<file path="config.mk">
export PLATFORM = sky130hd
export DESIGN_NAME = gcd_lcm_coproc
export DESIGN_NICKNAME = d
export VERILOG_FILES = /design/src/rtl/coproc_pkg.sv /design/src/rtl/seq_muldiv.sv /design/src/rtl/gcd_lcm_coproc.sv
export SDC_FILE = /design/constraint.sdc
export NUM_CORES = 1
export LEC_CHECK = 0
export CORE_ASPECT_RATIO = 0.7
export CORE_UTILIZATION = 45
export DETAILED_ROUTE_END_ITERATION = 7
export GPL_ROUTABILITY_DRIVEN = 0
export PLACE_DENSITY = 0.75
export SKIP_CTS_REPAIR_TIMING = 1
export SYNTH_ARGS = -nofsm -noshare
export SYNTH_HDL_FRONTEND = slang
export SYNTH_HIERARCHICAL = 1
export SYNTH_SLANG_ARGS = --single-unit
</file>
<file path="constraint.sdc">
create_clock -name clk -period 2.8 [get_ports clk]
set_input_delay 0.56 -clock clk [delete_from_list [all_inputs] [get_ports clk]]
set_output_delay 0.56 -clock clk [all_outputs]
set_load 0.01 [all_outputs]
</file>
<file path="src/rtl/coproc_pkg.sv">
// Shared types and answer-word bit offsets for the GCD/LCM coprocessor.
package coproc_pkg;

    typedef enum logic {
        MODE_GCD = 1'b0,
        MODE_LCM = 1'b1
    } cop_mode_e;

    typedef enum logic [2:0] {
        S_IDLE = 3'd0,
        S_GCD  = 3'd1,
        S_DIV  = 3'd2,
        S_MUL  = 3'd3,
        S_DONE = 3'd4
    } cop_state_e;

    function automatic int unsigned ans_done_bit(input int unsigned width);
        return width;
    endfunction

    function automatic int unsigned ans_err_bit(input int unsigned width);
        return width + 1;
    endfunction

    function automatic int unsigned ans_ovf_bit(input int unsigned width);
        return width + 2;
    endfunction

endpackage

</file>
<file path="src/rtl/seq_muldiv.sv">
// Iterative unit: restoring divide (op=0, quo = x/y) or shift-add multiply (op=1, prod = x*y).
// Both use one 2*WIDTH accumulator and take WIDTH cycles after go; ready is high when idle.
module seq_muldiv #(
    parameter int unsigned WIDTH = 8
) (
    input  logic                 clk,
    input  logic                 reset,
    input  logic                 go,
    input  logic                 op,
    input  logic [WIDTH-1:0]     x,
    input  logic [WIDTH-1:0]     y,
    output logic                 ready,
    output logic [WIDTH-1:0]     quo,
    output logic [2*WIDTH-1:0]   prod
);

    localparam int unsigned CW = $clog2(WIDTH);

    logic               running_q;
    logic               op_q;
    logic [CW-1:0]      cnt_q;
    logic [WIDTH-1:0]   y_q;
    logic [2*WIDTH-1:0] acc_q;
    logic [2*WIDTH-1:0] acc_d;
    logic [WIDTH:0]     trial;
    logic [WIDTH:0]     diff;
    logic [WIDTH:0]     sum;

    // Divide: acc = {remainder, dividend/quotient}. Multiply: acc = {partial, multiplier}.
    always_comb begin
        trial = {acc_q[2*WIDTH-1:WIDTH], acc_q[WIDTH-1]};
        diff  = trial - {1'b0, y_q};
        sum   = {1'b0, acc_q[2*WIDTH-1:WIDTH]} + (acc_q[0] ? {1'b0, y_q} : '0);
        if (op_q) begin
            acc_d = {sum, acc_q[WIDTH-1:1]};
        end else if (trial >= {1'b0, y_q}) begin
            acc_d = {diff[WIDTH-1:0], acc_q[WIDTH-2:0], 1'b1};
        end else begin
            acc_d = {trial[WIDTH-1:0], acc_q[WIDTH-2:0], 1'b0};
        end
    end

    always_ff @(posedge clk or negedge reset) begin
        if (!reset) begin
            running_q <= 1'b0;
            op_q      <= 1'b0;
            cnt_q     <= '0;
            y_q       <= '0;
            acc_q     <= '0;
        end else if (go) begin
            running_q <= 1'b1;
            op_q      <= op;
            cnt_q     <= '0;
            y_q       <= y;
            acc_q     <= {{WIDTH{1'b0}}, x};
        end else if (running_q) begin
            acc_q <= acc_d;
            cnt_q <= cnt_q + 1'b1;
            if (cnt_q == CW'(WIDTH - 1)) begin
                running_q <= 1'b0;
            end
        end
    end

    assign ready = ~running_q;
    assign quo   = acc_q[WIDTH-1:0];
    assign prod  = acc_q;

endmodule

</file>
<file path="src/rtl/gcd_lcm_coproc.sv">
// Multi-cycle GCD/LCM coprocessor with packed answer word for memory-mapped readback.
// LCM datapath is present only when GCD_LCM_LCM_EN is defined; otherwise mode=1 reports err.
module gcd_lcm_coproc
    import coproc_pkg::*;
#(
    parameter int unsigned WIDTH = 8
) (
    input  logic             clk,
    input  logic             reset,
    input  logic             start,
    input  logic             mode,
    input  logic [WIDTH-1:0] op_a,
    input  logic [WIDTH-1:0] op_b,
    output logic             busy,
    output logic             done,
    output logic [WIDTH-1:0] result,
    output logic             ovf,
    output logic             err,
    output logic [31:0]      ans_word
);

    localparam int unsigned DONE_BIT = ans_done_bit(WIDTH);
    localparam int unsigned ERR_BIT  = ans_err_bit(WIDTH);
    localparam int unsigned OVF_BIT  = ans_ovf_bit(WIDTH);

    cop_state_e       state_q, state_d;
    cop_mode_e        mode_q, mode_d;
    logic [WIDTH-1:0] a_q, a_d, b_q, b_d;
    logic [WIDTH-1:0] result_q, result_d;
    logic             ovf_q, ovf_d, err_q, err_d;
    logic             gcd_hit;
    logic [WIDTH-1:0] g;

`ifdef GCD_LCM_LCM_EN
    logic [WIDTH-1:0]   orig_a_q, orig_b_q;
    logic               md_go, md_op, md_ready;
    logic [WIDTH-1:0]   md_x, md_y, md_quo;
    logic [2*WIDTH-1:0] md_prod;

    seq_muldiv #(
        .WIDTH (WIDTH)
    ) u_muldiv (
        .clk   (clk),
        .reset (reset),
        .go    (md_go),
        .op    (md_op),
        .x     (md_x),
        .y     (md_y),
        .ready (md_ready),
        .quo   (md_quo),
        .prod  (md_prod)
    );
`endif

    // Zero operands only exist on the first GCD cycle; unequal nonzero steps never reach 0.
    always_comb begin
        gcd_hit = 1'b1;
        g       = a_q;
        if (a_q == '0) begin
            g = b_q;
        end else if (b_q == '0 || a_q == b_q) begin
            g = a_q;
        end else begin
            gcd_hit = 1'b0;
        end
    end

    always_comb begin
        state_d  = state_q;
        mode_d   = mode_q;
        a_d      = a_q;
        b_d      = b_q;
        result_d = result_q;
        ovf_d    = ovf_q;
        err_d    = err_q;
`ifdef GCD_LCM_LCM_EN
        md_go = 1'b0;
        md_op = 1'b0;
        md_x  = '0;
        md_y  = '0;
`endif
        case (state_q)
            S_IDLE, S_DONE: begin
                if (start) begin
                    state_d  = S_GCD;
                    mode_d   = cop_mode_e'(mode);
                    a_d      = op_a;
                    b_d      = op_b;
                    result_d = '0;
                    ovf_d    = 1'b0;
                    err_d    = 1'b0;
                end
            end
            S_GCD: begin
                if (!gcd_hit) begin
                    if (a_q > b_q) begin
                        a_d = a_q - b_q;
                    end else begin
                        b_d = b_q - a_q;
                    end
                end
`ifdef GCD_LCM_LCM_EN
                if (gcd_hit && mode_q == MODE_LCM) begin
                    if (a_q == '0 || b_q == '0) begin
                        state_d  = S_DONE;
                        result_d = '0;
                    end else begin
                        state_d = S_DIV;
                        md_go   = 1'b1;
                        md_x    = orig_a_q;
                        md_y    = g;
                    end
                end else if (gcd_hit) begin
                    state_d  = S_DONE;
                    result_d = g;
                end
`else
                if (mode_q == MODE_LCM) begin
                    state_d  = S_DONE;
                    err_d    = 1'b1;
                    result_d = '0;
                end else if (gcd_hit) begin
                    state_d  = S_DONE;
                    result_d = g;
                end
`endif
            end
`ifdef GCD_LCM_LCM_EN
            S_DIV: begin
                if (md_ready) begin
                    state_d = S_MUL;
                    md_go   = 1'b1;
                    md_op   = 1'b1;
                    md_x    = md_quo;
                    md_y    = orig_b_q;
                end
            end
            S_MUL: begin
                if (md_ready) begin
                    state_d  = S_DONE;
                    result_d = md_prod[WIDTH-1:0];
                    ovf_d    = |md_prod[2*WIDTH-1:WIDTH];
                end
            end
`endif
            default: state_d = S_IDLE;
        endcase
    end

    always_ff @(posedge clk or negedge reset) begin
        if (!reset) begin
            state_q  <= S_IDLE;
            mode_q   <= MODE_GCD;
            a_q      <= '0;
            b_q      <= '0;
            result_q <= '0;
            ovf_q    <= 1'b0;
            err_q    <= 1'b0;
        end else begin
            state_q  <= state_d;
            mode_q   <= mode_d;
            a_q      <= a_d;
            b_q      <= b_d;
            result_q <= result_d;
            ovf_q    <= ovf_d;
            err_q    <= err_d;
        end
    end

`ifdef GCD_LCM_LCM_EN
    always_ff @(posedge clk or negedge reset) begin
        if (!reset) begin
            orig_a_q <= '0;
            orig_b_q <= '0;
        end else if (start && (state_q == S_IDLE || state_q == S_DONE)) begin
            orig_a_q <= op_a;
            orig_b_q <= op_b;
        end
    end
`endif

    assign busy   = (state_q == S_GCD) || (state_q == S_DIV) || (state_q == S_MUL);
    assign done   = (state_q == S_DONE);
    assign result = result_q;
    assign ovf    = ovf_q;
    assign err    = err_q;

    always_comb begin
        ans_word              = '0;
        ans_word[WIDTH-1:0]   = result_q;
        ans_word[DONE_BIT]    = done;
        ans_word[ERR_BIT]     = err_q;
        ans_word[OVF_BIT]     = ovf_q;
    end

endmodule

</file>
Word-level counts from Yosys, hierarchy flattened
Index checks and enable logic that the tools add are counted.
{"block": "word_totals", "output_inout_bits": 44, "wordCells": 56, "inputBits": 20, "regBits": 29}
{"block": "op_classes", "reduce_logical": 14, "n_addsub": 2, "eq_ne": 11, "mux": 22, "magnitude_cmp": 1}
{"op": "two-way mux 8 bit", "count": 10}
{"op": "one-hot mux 8 bit (2 select lines)", "count": 3}
{"op": "logical NOT 8 bit", "count": 2}
{"op": "subtractor 8 bit", "count": 2}
{"op": "!= test 2 bit (second input constant)", "count": 5}
{"op": "two-way mux 3 bit", "count": 3}
{"op": "equality test 8 bit", "count": 1}
{"op": "> comparator 8 bit", "count": 1}
{"op": "AND reduction 4 bit", "count": 2}
{"op": "equality test 3 x 2 -> 1 bit (second input constant)", "count": 2}
{"op": "one-hot mux 3 bit (2 select lines)", "count": 1}
{"op": "AND reduction 3 bit", "count": 2}
{"op": "two-way mux 1 bit", "count": 4}
{"op": "AND reduction 2 bit", "count": 2}
{"op": "equality test 3 x 1 -> 1 bit (second input constant)", "count": 1}
{"op": "equality test 3 bit (second input constant)", "count": 1}
{"op": "logical NOT 3 bit", "count": 1}
{"op": "logical OR 1 bit", "count": 3}
{"op": "!= test 3 bit (second input constant)", "count": 1}
{"op": "one-hot mux 1 bit (2 select lines)", "count": 1}
{"op": "nonzero test 2 bit", "count": 1}
{"op": "OR reduction 2 bit", "count": 1}

Longest topological paths before layout
Gate-level depths: netlist of run 1.
{"block": "depth", "word_depth": 7, "ltp_mapped": 9, "mapped_depth_nobuf": 8}

Worst setup path before layout of run 1
Ideal clock, no wire load.
{"block": "synth_path", "path_kind": "reg2reg", "from": "register a_q[0]", "to": "register b_q[3]", "path_buffers": 0, "setup_ns": 0.125, "t_arrival_ns": 2.356, "synth_period_minus_slack_ns": 2.481, "path_stages_with_launch": 9, "setup_slack_ns": 0.319, "path_cell_list": "dfrtp_1 inv_1 ha_1 fa_1 nand2b_1 o2bb2ai_1 o221a_2 a32oi_4 mux2_2"}
{"block": "synth_via", "elab_chain_cells": 6, "elab_cells_between_ends": 13}
{"element": "start, declared", "line": "gcd_lcm_coproc.sv:28", "source": "logic [WIDTH-1:0] a_q, a_d, b_q, b_d;"}
{"element": "start signal, assigned", "line": "gcd_lcm_coproc.sv:154", "source": "a_q <= '0;"}
{"element": "start signal, assigned", "line": "gcd_lcm_coproc.sv:162", "source": "a_q <= a_d;"}
{"element": "branches (longest 6 deep; another with subtractor 8 bit)"}
{"element": "end signal, assigned", "line": "gcd_lcm_coproc.sv:155", "source": "b_q <= '0;"}
{"element": "end signal, assigned", "line": "gcd_lcm_coproc.sv:163", "source": "b_q <= b_d;"}
{"element": "end, declared", "line": "gcd_lcm_coproc.sv:28"}
Parallel ways; which one is timed is not known. The select of a mux whose other input is x is not followed.
A chain may end at the register's enable or synchronous reset.

Worst setup path after layout of run 1
{"block": "layout_path", "from": "register a_q[0]", "to": "register a_q[6]"}
{"block": "layout_via", "elab_chain_cells": 6, "elab_cells_between_ends": 13}
{"element": "branches (longest 6 deep; another with subtractor 8 bit)"}
Parallel ways; which one is timed is not known. The select of a mux whose other input is x is not followed.

==> results of run 1 <==
==> worst paths after layout <==
check | start | to | slack [ns] | cells past startpoint
hold reg to reg | err$_DFFE_PN0P_ | err$_DFFE_PN0P_ | 0.58 | 2
max in group asynchronous | reset | b_q[4]$_DFFE_PN0P_ | 1.89 | 2
setup reg to reg | a_q[0]$_DFFE_PN0P_ | a_q[6]$_DFFE_PN0P_ | 0.16 | 8
hold / removal | err$_DFFE_PN0P_ | err$_DFFE_PN0P_ | 0.58 | 2
min in group asynchronous | reset | a_q[6]$_DFFE_PN0P_ | 0.65 | 2
setup / recovery | a_q[0]$_DFFE_PN0P_ | a_q[6]$_DFFE_PN0P_ | 0.16 | 8
==> state kept, by name (all words and copies together), names as in the netlist <==
register	cells
err	1
state_q	2
a_q	8
mode_q	1
b_q	8
result	8
==> final cells by class <==
cell class | instances | share of cell area, %
multi-input cells | 218 | 51.12
flip-flops and latches | 28 | 24.12
repair buffers | 50 | 16.37
well taps | 72 | 3.101
inverters | 22 | 2.842
clock buffers | 3 | 1.421
clock inverters | 1 | 1.034
==> kinds of logic after synthesis <==
group	Yosys count	share of synthesized area [%]
buffers and inverters	69	15.44
AOI/OAI and AO/OA	70	19.01
adders and majority gates	17	9.155
other	1	0.1508
and+or+nand+nor	88	19.67
xor gates and xnor gates	3	1.057
DFF	28	28.17
muxes	17	7.344
==> where the power goes <==
| group | internal (W) | switching, W |
|---|---|---|
| Combinational | 0.00108 | 0.00142 |
| Clock | 0.000192 | 0.000130 |
| Sequential | 0.000575 | 0.000243 |
| Total | 0.00185 | 0.00179 |
==> per-layer routing <==
| layer | global-route usage, % | vias up |
|---|---|---|
| li1 | - | 1053 |
| met1 | 29.85 | 1037 |
| met2 | 32.20 | 75 |
| met3 | 3.690 | 9 |
| met4 | 3.770 | 0 |
| met5 | 0 | - |
==> stage by stage <==
stage,worst slack [ns],utilization [%],instance area (sq um)
global placement,0.2805,53.62,2834
floorplan,0.3193,-,2570
global route,0.005344,54.97,2905
finish,0.1639,54.97,2905
detailed placement,0.1433,53.62,2834
CTS,0.1329,54.97,2905
==> worst register-to-register path: stages, from the launching register on <==
cell       delay, ns
dfrtp_1         0.42
inv_1           0.09
ha_1            0.23
fa_1            0.38
nand2b_1        0.19
o2bb2ai_1       0.18
o221a_2         0.32
o31ai_4         0.33
mux2_2          0.38
==> layout by cell type, fill, tap and decap left out, types with 3 or more instances in the layout <==
cell type	n
nand2b_1	4
clkbuf_8	3
ha_1	15
dfrtp_1	28
buf_4	10
conb_1	23
o31ai_1	3
nand4_1	4
a21oi_1	27
a211oi_1	6
mux2_2	10
nand2_1	20
o311ai_0	8
nand3_1	10
or4_1	14
o21ai_0	15
xor2_1	3
or3_1	3
inv_1	22
mux2i_1	7
nor2_1	20
clkdlybuf4s50_1	40
==> out/qor.yml, run 1 <==
grt_overflow: 0
synth_common_cells: "33 x buf_4, 28 x dfrtp_1, 27 x a21oi_1"
cts_max_path_buffers: 2
rsz0062_at_grt: "false"
dp_hpwl_mm: 4.530
critPathTopFamily: "compound AO/OA/AOI/OAI gates"
period_minus_slack_ns: 2.636
leakage_nw: 1.281
holdWs_ns: 0.5812
cap_violations: 0
antenna_cells: 0
wl_per_cell_microns: 14.60
maxSlewViolCount: 0
yosys-top-cells-area: "dfrtp_1 28%, buf_4 10%, ha_1 7.5%, a21oi_1 5.4%, mux2_2 4.5%"
antenna_found_initial: 0
worst-path-buf-inv: 1
yosysTopAreaCellShare_pct: 28.17
io_buffers: 40
cellPowerDensity_nw_per_um2: 1254
cts.clk_slew.worst_paths_ns: 0.10
crit_chain: "inv_1 > ha_1 > fa_1 > nand2b_1 > o2bb2ai_1 > o221a_2 > o31ai_4 > mux2_2"
grt_pass1_wl_mm: 9.570
synth_most_common_cell: "buf_4"
dr.pass1.iters: 4
start_kind: "flop"
num_vias: 2174
synthCells: 293
start_util_pct: 47.06
critPathRequiredTime_ns: 2.97
setup.worst_path.end_class: "flop"
status: "finished, final reports clean"
fin_nets: 360
wl_met2_mm: 2.547
wl_met1_mm: 2.790
core_area_sq_um: 5285
synth-seq-cells: 28
nFillCells: 506
setup_viol: 0
boundaryPins: 64
chipHeight_microns: 64.21
vias_per_cell: 5.518
top_layer: "met4"
synth_top_cell_by_area: "dfrtp_1"
wl_met3_microns: 365
die_w_microns: 90.86
multi_input_area_sq_um: 1485
yosysWarnings: 6
post-route-period-util_pct: 94.15
async_flop_share_pct: 100.0
cp.arrival_ns: 2.81
cts_root_buffer: "clkbuf_8"
drc_errors: 0
htree_levels: 1
hold_violations: 0
drive_gt1_share_pct: 9.938
synth-seq-area-share_pct: 28.17
synth-edff-count: 0
synth_area_sq_um: 2487
grt_usage_pct: 20.57
syn_to_final_growth_pct: 16.80
rows: 22
placed_cells: 390
slowest_stage: "dfrtp_1"
clock_sinks: 28
drt_iter0_drc: 193
seqCellArea_sq_um: 700.7
criticalPathCategory: "flop to flop"
numCtsBuffers: 3
max_freq_mhz: 379.3
synth_top_flop_cell: "dfrtp_1"
fin_skew_ns: 0.004050
grt_max_degree: 45
drtAntennaViolNets: 0
cts_tree: "yes"
yosysUniqueCellTypes: 42
grt_pass1_vias: 1949
insertion_delay_ns: 0.28
fin_setup_tns_ns: 0
wirelength_mm: 5.752
crit_path_max_incr_delay_ns: 0.42
dieArea_sq_um: 5834
crit_fanout: 6
ir_worst_vdd_uv: 515.7
hp-class: "flop to flop"
power_w: 0.003643
fin_cells: 394
syn_avg_cell_area_sq_um: 8.489
(Power assumes the default switching activity.)
==> run 2: changes to the inputs <==
Settings changed: PLACE_DENSITY 0.75 to not set, PLACE_DENSITY_LB_ADDON set to 0.1.
==> run 2 against run 1 <==
Final area about the same. Register-to-register slack barely moved. Global-route usage up 1.8 points. Die area stayed put. Wire length rose by 6.6%. Non-clock buffer count increased by 2. First-iteration DRC count is 25% lower. Combinational power up 2%. Hold slack worse by 0.0014 ns.
==> out/qor.yml, run 2 (synthesis results as in run 1) <==
holdWs_ns: 0.5799  # was 0.5812 ns
critPathTopFamily: "compound AO/OA/AOI/OAI gates"  # unchanged
num_vias: 2113  # was 2174
cellPowerDensity_nw_per_um2: 1250  # was 1254 nW/um^2
cap_violations: 0  # unchanged
cts_max_path_buffers: 2  # unchanged
crit_path_max_incr_delay_ns: 0.41  # was 0.42 ns
worstSetupStartpoint: "a_q[0]$_DFFE_PN0P_"  # unchanged
rsz0062_at_grt: "false"  # unchanged
start_util_pct: 47.06  # unchanged
crit_fanout: 6  # unchanged
worst-path-buf-inv: 1  # unchanged
hold_violations: 0  # unchanged
setup.worst_path.end_class: "flop"  # unchanged
max_freq_mhz: 379.9  # was 379.3 MHz
drive_gt1_share_pct: 10.49  # was 9.938%
final_common_cell: "clkdlybuf4s50_1"  # unchanged
core_area_sq_um: 5285  # unchanged
period_minus_slack_ns: 2.632  # was 2.636 ns
leakage_nw: 1.284  # was 1.281 nW
wl_per_cell_microns: 15.48  # was 14.60 microns
syn_to_final_growth_pct: 16.75  # was 16.80%
hp-class: "flop to flop"  # unchanged
status: "finished, final reports clean"  # unchanged
fin_skew_ns: 0.004983  # was 0.004050 ns
setup_viol: 0  # unchanged
crit_chain: "inv_1 > ha_1 > fa_1 > nand2b_1 > o2bb2ai_1 > o221a_2 > o31ai_4 > mux2_2"  # unchanged
maxSlewViolCount: 0  # unchanged
start_kind: "flop"  # unchanged
drtAntennaViolNets: 0  # unchanged
dieArea_sq_um: 5834  # unchanged
critPathRequiredTime_ns: 2.97  # about the same
drc_errors: 0  # unchanged
clock_sinks: 28  # unchanged
grt_pass1_wl_mm: 10.22  # was 9.570 mm
ir_worst_vdd_uv: 538.4  # was 515.7 uV
chipHeight_microns: 64.21  # unchanged
cts.clk_slew.worst_paths_ns: 0.10  # about the same
antenna_cells: 0  # unchanged
r2r_start: "a_q[0]$_DFFE_PN0P_"  # unchanged
post-route-period-util_pct: 94.01  # was 94.15%
fin_nets: 362  # was 360
htree_levels: 1  # unchanged
cts_tree: "yes"  # unchanged
power_w: 0.003630  # was 0.003643 W
grt_usage_pct: 22.33  # was 20.57%
grt_pass1_vias: 1959  # was 1949
dp_hpwl_mm: 4.762  # was 4.530 mm
cp.arrival_ns: 2.80  # was 2.81 ns
drt_iter0_drc: 145  # was 193
boundaryPins: 64  # unchanged
antenna_found_initial: 0  # unchanged
hp-start: "result[2]$_DFFE_PN0P_"  # was err$_DFFE_PN0P_
rows: 22  # unchanged
vias_per_cell: 5.336  # was 5.518
wirelength_mm: 6.131  # was 5.752 mm
insertion_delay_ns: 0.28  # about the same
io_buffers: 40  # unchanged
grt_overflow: 0  # unchanged
layout_common_cells: "40 x clkdlybuf4s50_1, 28 x dfrtp_1, 27 x a21oi_1"  # unchanged
slowest_stage: "dfrtp_1"  # unchanged
grt_max_degree: 45  # unchanged
cts_root_buffer: "clkbuf_8"  # unchanged
dr.pass1.iters: 4  # unchanged
numCtsBuffers: 3  # unchanged
fin_setup_tns_ns: 0  # unchanged
criticalPathCategory: "flop to flop"  # unchanged
die_w_microns: 90.86  # unchanged
[run 2: cell types whose count changed in the layout (fill, tap and decap cells not counted)]
| cell | before | now |
|---|---|---|
| clkbuf_8 | 3 | 4 |
| bufinv_16 | 1 | 0 |
| buf_4 | 10 | 12 |
[run 2: final timing paths]
kind	to	slack, ns	depth (start not counted)
max in group asynchronous	a_q[7]$_DFFE_PN0P_	1.87	2
worst max-delay path	a_q[6]$_DFFE_PN0P_	0.17	8
worst min register to register	result[2]$_DFFE_PN0P_	0.58	2
worst max register to register	a_q[6]$_DFFE_PN0P_	0.17	8
min in group asynchronous	b_q[7]$_DFFE_PN0P_	0.66	2
worst min-delay path	result[2]$_DFFE_PN0P_	0.58	2
[run 2: power breakdown]
group          internal [W]  switching [W]  total (W)
Sequential         0.000574       0.000242   0.000817
Combinational       0.00111        0.00145    0.00256
Clock              0.000126       0.000128   0.000254
Total               0.00181        0.00182    0.00363
[run 2: worst min-delay path, delay by kind of cell, from the launching register on]
kind / cells / cell delay (ns)
AO/OA/AOI/OAI: 1 / 0.08
flip-flops: 1 / 0.39
AND/OR/NAND/NOR: 1 / 0.07
[run 2: metal layers]
layer	vias to the layer above	wire length [microns]	GRT usage [%]
li1	1056	-	-
met1	992	3144	33.95
met2	59	2556	33.05
met3	6	393	4.048
met4	0	37	3.968
met5	-	0	0
[run 2: final cells by class]
cell class	count	area [sq um]
timing repair buffer	52	490.5
inverter	22	82.58
fill	502	2381
clock buffer	4	55.05
sequential	28	700.7
multi-input combinational	218	1485
tap	72	90.09
[run 2: per-stage QoR]
stage	worst slack, ns	utilization (%)	cell area [sq um]	std cells
floorplan	0.3193	-	2570	315
global placement	0.2516	53.91	2849	392
detailed placement	0.1821	53.91	2849	392
CTS	0.1653	54.95	2904	396
global route	0.001535	54.95	2904	396
finish	0.1678	54.95	2904	396
